--- src/rtl/pc_fetch_unit.sv ---
// pc_fetch_unit: program-counter and instruction-fetch sequencer.
// Fetches one instruction from a single-beat memory port, holds it for the
// decoder until accepted, then redirects the pc from the decoder's control
// inputs (fallthrough, branch, jump, jump-register). Halts on exception.
// Optional feature: define FETCH_MISALIGN_TRAP_EN to halt on a redirect to
// a non-word-aligned address instead of fetching from it.
module pc_fetch_unit (
    input  logic        clock,
    input  logic        reset,
    output logic        imem_req,
    output logic [31:0] imem_addr,
    input  logic        imem_ack,
    input  logic [31:0] imem_data,
    output logic [31:0] inst,
    output logic        inst_valid,
    input  logic        inst_accept,
    input  logic [1:0]  control_type,
    input  logic        except,
    input  logic [15:0] branch_offset,
    input  logic [25:0] jump_target,
    input  logic [31:0] jr_target,
    output logic [31:0] pc,
    output logic        halted,
    output logic        misaligned
);

    localparam int unsigned XLEN     = 32;
    localparam logic [XLEN-1:0] RESET_PC = 32'h0040_0000;

    localparam logic [1:0] CT_FALL = 2'b00;
    localparam logic [1:0] CT_BR   = 2'b01;
    localparam logic [1:0] CT_J    = 2'b10;
    localparam logic [1:0] CT_JR   = 2'b11;

    typedef enum logic [1:0] {
        S_FETCH = 2'd0,
        S_ISSUE = 2'd1,
        S_HALT  = 2'd2
    } state_e;

    state_e          state_q;
    logic [XLEN-1:0] pc_q;
    logic [XLEN-1:0] inst_q;
    logic            inst_valid_q;
    logic            imem_req_q;
    logic            halted_q;

    logic [XLEN-1:0] pc4_d;
    logic [XLEN-1:0] br_off_d;
    logic [XLEN-1:0] next_pc_d;

    // Redirect target selection; all additions wrap modulo 2^32.
    always_comb begin
        pc4_d     = pc_q + XLEN'(4);
        br_off_d  = {{14{branch_offset[15]}}, branch_offset, 2'b00};
        next_pc_d = pc4_d;
        case (control_type)
            CT_FALL: next_pc_d = pc4_d;
            CT_BR:   next_pc_d = pc4_d + br_off_d;
            CT_J:    next_pc_d = {pc4_d[31:28], jump_target, 2'b00};
            CT_JR:   next_pc_d = jr_target;
            default: next_pc_d = pc4_d;
        endcase
    end

`ifdef FETCH_MISALIGN_TRAP_EN
    logic misaligned_q;
    logic misalign_d;

    // A redirect that is not word aligned becomes a halt instead of a fetch.
    always_comb begin
        misalign_d = (next_pc_d[1:0] != 2'b00);
    end

    // Sticky misalignment flag, set only when the halt is caused by it.
    always_ff @(posedge clock or posedge reset) begin
        if (reset) begin
            misaligned_q <= 1'b0;
        end else if (state_q == S_ISSUE && inst_accept && !except && misalign_d) begin
            misaligned_q <= 1'b1;
        end
    end

    assign misaligned = misaligned_q;
`else
    logic misalign_d;

    // Low address bits pass straight through to the memory port.
    always_comb begin
        misalign_d = 1'b0;
    end

    assign misaligned = 1'b0;
`endif

    // Fetch/issue/halt sequencer with registered outputs.
    // The first FETCH cycle after reset only raises imem_req, so an ack
    // still asserted from the reset period is never captured.
    always_ff @(posedge clock or posedge reset) begin
        if (reset) begin
            state_q      <= S_FETCH;
            pc_q         <= RESET_PC;
            inst_q       <= '0;
            inst_valid_q <= 1'b0;
            imem_req_q   <= 1'b0;
            halted_q     <= 1'b0;
        end else begin
            case (state_q)
                S_FETCH: begin
                    if (!imem_req_q) begin
                        imem_req_q <= 1'b1;
                    end else if (imem_ack) begin
                        inst_q       <= imem_data;
                        inst_valid_q <= 1'b1;
                        imem_req_q   <= 1'b0;
                        state_q      <= S_ISSUE;
                    end
                end
                S_ISSUE: begin
                    if (inst_accept) begin
                        inst_valid_q <= 1'b0;
                        if (except || misalign_d) begin
                            halted_q   <= 1'b1;
                            imem_req_q <= 1'b0;
                            state_q    <= S_HALT;
                        end else begin
                            pc_q       <= next_pc_d;
                            imem_req_q <= 1'b1;
                            state_q    <= S_FETCH;
                        end
                    end
                end
                S_HALT: begin
                    halted_q     <= 1'b1;
                    imem_req_q   <= 1'b0;
                    inst_valid_q <= 1'b0;
                end
                default: begin
                    halted_q     <= 1'b1;
                    imem_req_q   <= 1'b0;
                    inst_valid_q <= 1'b0;
                    state_q      <= S_HALT;
                end
            endcase
        end
    end

    assign imem_req   = imem_req_q;
    assign imem_addr  = pc_q;
    assign inst       = inst_q;
    assign inst_valid = inst_valid_q;
    assign pc         = pc_q;
    assign halted     = halted_q;

endmodule

--- config.mk ---
export PLATFORM = sky130hd
export DESIGN_NAME = pc_fetch_unit
export DESIGN_NICKNAME = d
export VERILOG_FILES = /design/src/rtl/pc_fetch_unit.sv
export SDC_FILE = /design/constraint.sdc
export NUM_CORES = 1
export LEC_CHECK = 0
export BUFFER_PORTS_ARGS = -buffer_cell sky130_fd_sc_hd__buf_2
export CORE_ASPECT_RATIO = 1.1
export CORE_MARGIN = 1.5
export CORE_UTILIZATION = 55
export DETAILED_ROUTE_END_ITERATION = 7
export GPL_TIMING_DRIVEN = 0
export PLACE_DENSITY = 0.89
export SLEW_MARGIN = 20
export SYNTH_ARGS = -nofsm -noshare
export SYNTH_HDL_FRONTEND = slang
export SYNTH_SLANG_ARGS = --single-unit
export TNS_END_PERCENT = 5
--- constraint.sdc ---
create_clock -name clock -period 10.54 [get_ports clock]
set_clock_uncertainty 0.1 [all_clocks]
set_input_delay 1.054 -clock clock [delete_from_list [all_inputs] [get_ports clock]]
set_output_delay 1.054 -clock clock [all_outputs]
set_load 0.1 [all_outputs]
==> run metrics, run 1 <==
Top delay family on crit path compound AO/OA/AOI/OAI gates; Final Util 71.5%; die height 111 um; fin nets 1013; clk slew on worst S/H paths 0.06 ns; global-route wire length before repair 29200 um; htree depth 3; DRT iter0 DRCs 550; row cnt 39; status finished, final reports clean; largest family of logic cells by synthesized area compound AO/OA/AOI/OAI gates; largest net degree at the start of global routing 61; HPWL after DPL 14300 um; hold path depth 1; most frequent cells after synthesis dfrtp_1, nand2_1, nor2_1; max_cap viols 0; top-area cell type share of the netlist area 29.2%; synthesized flop and latch total 69; CTS root buffer clkbuf_16; period utilization 39.1%; Worst R2R Path Depth 16; Die Area 11200 um^2; clock sink total 69; Clock Path Buffers 2; Post-synth EDFFs 0; vias in the first global route 5690; Starting Density 56.4%; core area 10300 um^2; crit path capture type register; count leader, synth dfrtp_1; routed vias 6006; drt pass-1 iters 6; Mapped Cells 643; Rel. slew slack 20.0%; area delta synth->final 26.9%; antenna violations before repair 0; DRC viols 0; Startpoint Class register; GR Util All Layers 33.8%; Adder-Cell Fraction of Synth Area 7.64%; Final setup viols 0; Stages on worst setup path 16; fraction of synthesized area in multiplexers 13.9%; Synth Flop Type dfrtp_1; CTS tree yes; post-CTS setup buffer count 0; fin crit period 4.12 ns; final hold violation count 0; DRT Wirelength 18800 um; slowest stage delay, CP 0.46 ns; worst min-delay path class register to register; Ports 213; routability cong. 0.965; Vias/cell 5.93; Post-Syn Area 5830 um^2; Compound-Gate Fraction of Synth Area 18.2%; slew of the pin with the lowest slew margin 1.19 ns; worst path cell trace ha_1 -> nand3_1 -> nor2_1 -> and4_1 -> nand2_1 -> xnor2_1 -> ha_1 -> clkbuf_1 -> a21oi_1 -> o21bai_1 -> a21oi_1 -> o21ai_0 -> a21o_1 -> a221o_1 -> nand3_1 -> o211ai_1; Post-DRT Antenna Nets 0; antenna fix cells 0; Post-Synth Simple-Gate Area 15.9%; leading area contributor after synthesis dfrtp_1; unrepaired setup endpoints after global routing no; share of cells above drive strength 1 38.7%; Post-DP Area 7090 um^2; count of final max-slew check failures 0; fillcell total 829; Setup TNS 0 ns; worst setup path class register to register; ys async rst share 100%; Port Buffers 210; top cells by area, synth dfrtp_1, mux2_2, ha_1, buf_4, xnor2_1; Worst Path Required 10.65 ns; final instance area 7400 um^2; crit path DAT 4.23 ns; Netlist cell types 70; total gr overflow 0; Synth Area per Inst 9.07 um^2; number of buffers created by CTS 9; DR WL/cell 18.5 um; Synthesized Nets 791; DIE WIDTH 101 um; # resized after CTS 0; Clk Latency, worst-skew pair 0.34 ns; CP max stage cell dfrtp_1; XOR/XNOR Fraction of Synth Area 7.51%; cts hold-fix bufs 0; Synthesis Warnings 0; sequential share of the synthesized area 29.6%; Fmax 243 MHz; CP bufs+invs 1; Crit Path Max Fanout 8
[state kept, by name, summed over array words and instances, names as in the netlist]
| name | flops |
|---|---|
| halted | 1 |
| imem_addr | 32 |
| imem_req | 1 |
| inst | 32 |
| inst_valid | 1 |
| state_q | 2 |
[final cells by class]
type | count | area, um^2 | area share, %
repair buffers | 211 | 1080 | 14.6
plain buffers | 60 | 359 | 4.85
flip-flops and latches | 69 | 1730 | 23.3
clock buffers | 10 | 239 | 3.23
clock inverters | 6 | 71.3 | 0.964
inverters | 14 | 55.1 | 0.744
multi-input cells | 500 | 3690 | 49.9
well taps | 143 | 179 | 2.42
[routing by layer]
layer	part of all wire, %	routed length, um	global-route usage, %
met1	38	7140	42.4
met2	48	9110	55.5
met3	9.8	1840	6.81
met4	3.6	680	15.3
met5	0.10	19	0
[path summary, 6_finish.rpt]
kind,start,endpoint,slack (ns)
worst min-delay path,halted,halted,0.38
max in group asynchronous,reset,imem_addr[22],9.25
worst max register to register,imem_addr[3],imem_addr[31],6.42
worst min register to register,halted,halted,0.38
worst max-delay path,imem_addr[3],imem_addr[31],6.42
min in group asynchronous,reset,imem_addr[10],0.52
[worst register-to-register path: cells and delay by family (launching register included)]
| family | cells | cell delay (ns) |
|---|---|---|
| AOI/OAI and AO/OA | 7 | 1.31 |
| adders and majority gates | 2 | 0.57 |
| and+or+nand+nor | 5 | 1.13 |
| xor gates and xnor gates | 1 | 0.24 |
| buffers and inverters | 1 | 0.19 |
| DFF | 1 | 0.46 |
[metrics by stage]
stage	instances	hold WS, ns	setup WS, ns
floorplan	643	0.371	6.25
global placement	996	0.351	6.53
detailed placement	997	0.370	6.54
CTS	1013	0.383	6.49
global route	1013	0.411	6.17
finish	1013	0.377	6.42
[logic make-up after synthesis]
logic type	Yosys count
DFF	69
buffers and inverters	74
adders and majority gates	35
AOI/OAI and AO/OA	159
muxes	64
xor gates and xnor gates	50
and+or+nand+nor	191
other	1
[layout by cell type, fill, tap and decap left out, types with 14 or more instances in the layout]
cell	synthesis	final
nand3_1	17	17
dfrtp_1	68	68
o21ai_0	26	26
buf_2	2	212
nor2_1	49	49
ha_1	34	34
clkbuf_1	20	20
nand2_1	65	65
xor2_1	20	20
mux2i_1	16	16
xnor2_1	30	30
buf_4	35	35
a21o_1	14	14
mux2_2	38	38
a21oi_1	47	47
Power of run 1 is left out: the tool's default activity adds up to more than one toggle a clock period on the data nets, which glitch-free logic cannot reach.
==> run 2: changes to the inputs <==
ABC_AREA = 1   (was default)
CORE_UTILIZATION = 53   (was 55)
PLACE_DENSITY = 0.84   (was 0.89)
clock period = 3.9 ns   (was 10.54 ns; I/O delays follow)
==> run metrics, run 2 <==
status finished, final reports clean; row cnt 42; count of final max-slew check failures 0; max_cap viols 0; die height 120 um; Setup crit start imem_addr[12]; most frequent cells after synthesis nand2_1, inv_1, nor2_1; share of cells above drive strength 1 27.3%; core area 12100 um^2; post-CTS setup buffer count 0; DRT Wirelength 21300 um; Clk Latency, worst-skew pair 0.33 ns; Synth Area per Inst 6.50 um^2; leading area contributor after synthesis dfrtp_1; clk slew on worst S/H paths 0.06 ns; fillcell total 1067; Die Area 13200 um^2; Vias/cell 5.27; Post-synth EDFFs 0; crit path capture type register; Worst Setup EP imem_addr[26]; Crit Path Max Fanout 6; Setup TNS 0 ns; unrepaired setup endpoints after global routing no; Hold Path Origin imem_data[29]; area delta synth->final 24.4%; top-area cell type share of the netlist area 25.7%; DRT iter0 DRCs 631; Ports 213; Netlist cell types 46; ys async rst share 100%; worst setup path class register to register; routed vias 7384; Synth Flop Type dfrtp_1; top cells by area, synth dfrtp_1, nand2_1, inv_1, ha_1, mux2_2; Setup WS pre-CTS 0.541 ns; vias in the first global route 6893; r2r setup slk 0.48 ns; Port Buffers 210; htree depth 3; worst min-delay path class input port to register; total gr overflow 0; clock sink total 69; sequential share of the synthesized area 26.1%; Final Util 67.9%; Post-Syn Area 6630 um^2; Worst R2R End imem_addr[26]; antenna violations before repair 0; Rel. slew slack 51.4%; CTS tree yes; Post-DRT Antenna Nets 0; synthesized flop and latch total 69; Final setup viols 0; GR Util All Layers 32.9%; period utilization 87.8%; DIE WIDTH 110 um; most common cell after layout, fill and taps aside nand2_1; Synthesized Nets 1168; final hold violation count 0; routability cong. 1.00; crit path DAT 3.54 ns; hold path depth 2; Worst Path Required 4.02 ns; slew of the pin with the lowest slew margin 0.728 ns; DR WL/cell 15.2 um; Startpoint Class register; Starting Density 54.6%; most frequent cells in the layout nand2_1, buf_2, inv_1; antenna fix cells 0; Clock Path Buffers 2; number of buffers created by CTS 9; fin nets 1391; placed cells 1385; non-filler instance count after layout 1402; largest net degree at the start of global routing 56; DRC viols 0; reg2reg start imem_addr[12]; global-route wire length before repair 33400 um; count leader, synth nand2_1; fin crit period 3.42 ns; Worst R2R Path Depth 20; Mapped Cells 1020; Fmax 292 MHz; Synthesis Warnings 0; CTS root buffer clkbuf_16; HPWL after DPL 17200 um; final worst setup slack 0.476 ns; drt pass-1 iters 5
[run 2: area by class of cell]
class                           count  area [um^2]  area share, %
Inverter                          139          524           6.36
Timing Repair Buffer              212         1090           13.2
Clock buffer                        9          225           2.73
Multi-Input combinational cell    758         4020           48.8
Buffer                             54          352           4.27
Clock inverter                      7          105           1.28
Sequential cell                    69         1730           21.0
Tap cell                          154          193           2.34
[run 2: per-stage QoR]
step	hold WS [ns]	instance area (um^2)
final	0.194	8240
after global routing	0.190	8240
after CTS	0.192	8240
after detailed placement	0.250	7900
after global placement	0.349	7870
after floorplan	0.435	6630
[run 2: what timing repair did]
| item | in CTS | in global routing |
|---|---|---|
| endpoints found under the hold margin | 14 | 0 |
| hold buffers | 1 | 0 |
| resized for setup | 0 | 0 |
[run 2: layer usage]
metal / vias up / part of all wire [%] / track usage (%)
met4: 0 / 4.0 / 14.4
met1: 3275 / 40 / 42.4
met5: - / 0 / 0
li1: 3672 / - / -
met3: 68 / 8.9 / 6.04
met2: 369 / 47 / 53.5
[run 2: kinds of logic after synthesis]
| logic type | after synthesis | synth area share, % |
|---|---|---|
| flip-flops | 69 | 26.1 |
| buffers and inverters | 193 | 13.2 |
| other | 1 | 0.0566 |
| AND/OR/NAND/NOR | 557 | 35.7 |
| adder cells (fa/ha/maj) | 35 | 6.72 |
| XOR/XNOR | 21 | 2.78 |
| AO/OA/AOI/OAI | 112 | 10.0 |
| multiplexers | 32 | 5.44 |
[run 2: how the worst min path moves through the flow]
| stage | to | slack (ns) |
|---|---|---|
| 2_1_floorplan | imem_addr[0] | 0.43 |
| 3_3_place_gp | halted | 0.35 |
| 3_5_place_dp | inst[8] | 0.25 |
| 4_1_cts | inst[30] | 0.19 |
| 5_1_grt | inst[29] | 0.19 |
| 6_report | inst[29] | 0.19 |
[run 2: critical path: stages, from the launching register on]
cell,delay (ns)
dfrtp_1,0.51
nand2_1,0.16
nor2_1,0.19
inv_2,0.06
nor2_4,0.15
nand2_4,0.09
nor2_8,0.12
xor2_1,0.21
inv_1,0.07
ha_1,0.35
nand2_1,0.12
nor2_1,0.15
inv_1,0.07
nor3_1,0.29
nand3_1,0.22
nand3_1,0.13
nand2_1,0.05
nand3_1,0.08
nand2_1,0.06
nand2_1,0.08
nand2_1,0.05
Power of run 2 is left out for the same reason.
==> run 3: changes to the inputs <==
PLACE_DENSITY = 0.87   (was 0.84)
==> run metrics, run 3 (synthesis results as in run 2) <==
status finished, final reports clean; Starting Density 54.6%; share of cells above drive strength 1 27.2%; Setup crit start imem_addr[2]; DRT iter0 DRCs 598; Port Buffers 210; final hold violation count 0; fillcell total 1049; routed vias 7451; period utilization 88.8%; number of buffers created by CTS 9; Post-DRT Antenna Nets 0; Startpoint Class register; r2r setup slk 0.44 ns; Worst R2R Path Depth 22; routability cong. 0.978; CP max stage cell dfrtp_1; worst path cell trace ha_1 -> nand3_1 -> inv_2 -> nand2_2 -> nor2_4 -> nand2_4 -> nor2_8 -> nand2_1 -> xor2_1 -> inv_1 -> ha_1 -> nand2_1 -> nor2_1 -> nand2_1 -> nor3_1 -> nand2_1 -> nand2_1 -> nand2_1 -> nand3_1 -> nand2_1 -> nand2_1 -> nand2_1; global-route wire length before repair 33300 um; Clock Path Buffers 2; antenna violations before repair 0; htree depth 3; Worst Setup EP imem_addr[29]; Worst R2R End imem_addr[29]; clk slew on worst S/H paths 0.05 ns; most frequent cells in the layout nand2_1, buf_2, inv_1; drt pass-1 iters 5; Fmax 289 MHz; Top delay family on crit path simple AND/OR/NAND/NOR gates; CTS tree yes; fin crit period 3.46 ns; reg2reg start imem_addr[2]; worst min-delay path class input port to register; Setup TNS 0 ns; post-CTS setup buffer count 0; row cnt 42; Ports 213; crit path capture type register; HPWL after DPL 17500 um; Rel. slew slack 60.7%; DR WL/cell 15.6 um; largest net degree at the start of global routing 37; CTS root buffer clkbuf_16; CP bufs+invs 2; worst setup path class register to register; Final setup viols 0; crit path DAT 3.58 ns; Vias/cell 5.31; slowest stage delay, CP 0.42 ns; fin nets 1391; vias in the first global route 6875; DRC viols 0; Die Area 13200 um^2; die height 120 um; GR Util All Layers 33.3%; slew of the pin with the lowest slew margin 0.590 ns; DIE WIDTH 110 um; unrepaired setup endpoints after global routing no; area delta synth->final 23.9%; Stages on worst setup path 22; most common cell after layout, fill and taps aside nand2_1; total gr overflow 0; count of final max-slew check failures 0; Crit Path Max Fanout 6; clock sink total 69; Clk Latency, worst-skew pair 0.33 ns; Worst Path Required 4.02 ns; core area 12100 um^2; max_cap viols 0; antenna fix cells 0; most used cell, CP nand2_1; Final Util 67.6%; DRT Wirelength 21800 um
run 3: what timing repair did:
| action | 4_1_cts | 5_1_grt |
|---|---|---|
| setup endpoints to repair | 0 | 0 |
| hold buffers | 1 | 0 |
| resized for setup | 0 | 0 |
| hold endpoints to repair | 32 | 0 |
run 3: area by class of cell:
type | instances | area, um^2 | share of cell area, %
flip-flops and latches | 69 | 1730 | 21.0
repair buffers | 212 | 1080 | 13.2
inverters | 139 | 524 | 6.39
clock inverters | 5 | 75.1 | 0.914
plain buffers | 54 | 352 | 4.28
multi-input cells | 758 | 4020 | 49.0
well taps | 154 | 193 | 2.35
clock buffers | 11 | 233 | 2.83
run 3: stage by stage:
stage,area [um^2],cells,setup WS (ns),hold WS [ns]
6_report,8210,1402,0.438,0.193
5_1_grt,8210,1402,0.112,0.184
4_1_cts,8210,1402,0.520,0.186
3_5_place_dp,7890,1385,0.561,0.337
3_3_place_gp,7870,1384,0.580,0.350
2_1_floorplan,6630,1020,0.313,0.435
run 3: worst min-delay path by stage:
stage             startpoint      endpoint  slack (ns)  cells past startpoint
6_report        imem_data[9]       inst[9]        0.19                      2
5_1_grt        imem_data[11]      inst[11]        0.18                      2
4_1_cts        imem_data[26]      inst[26]        0.19                      2
3_5_place_dp           reset       inst[1]        0.34                      2
3_3_place_gp          halted        halted        0.35                      1
2_1_floorplan   jr_target[0]  imem_addr[0]        0.43                      2
run 3: layer usage:
layer,up-vias,global-route usage [%],wire (um)
met4,0,16.1,998
met2,364,55.7,10300
met5,-,0,0
met3,72,6.20,1690
met1,3359,40.6,8780
li1,3656,-,-
Power of run 3 is left out for the same reason.
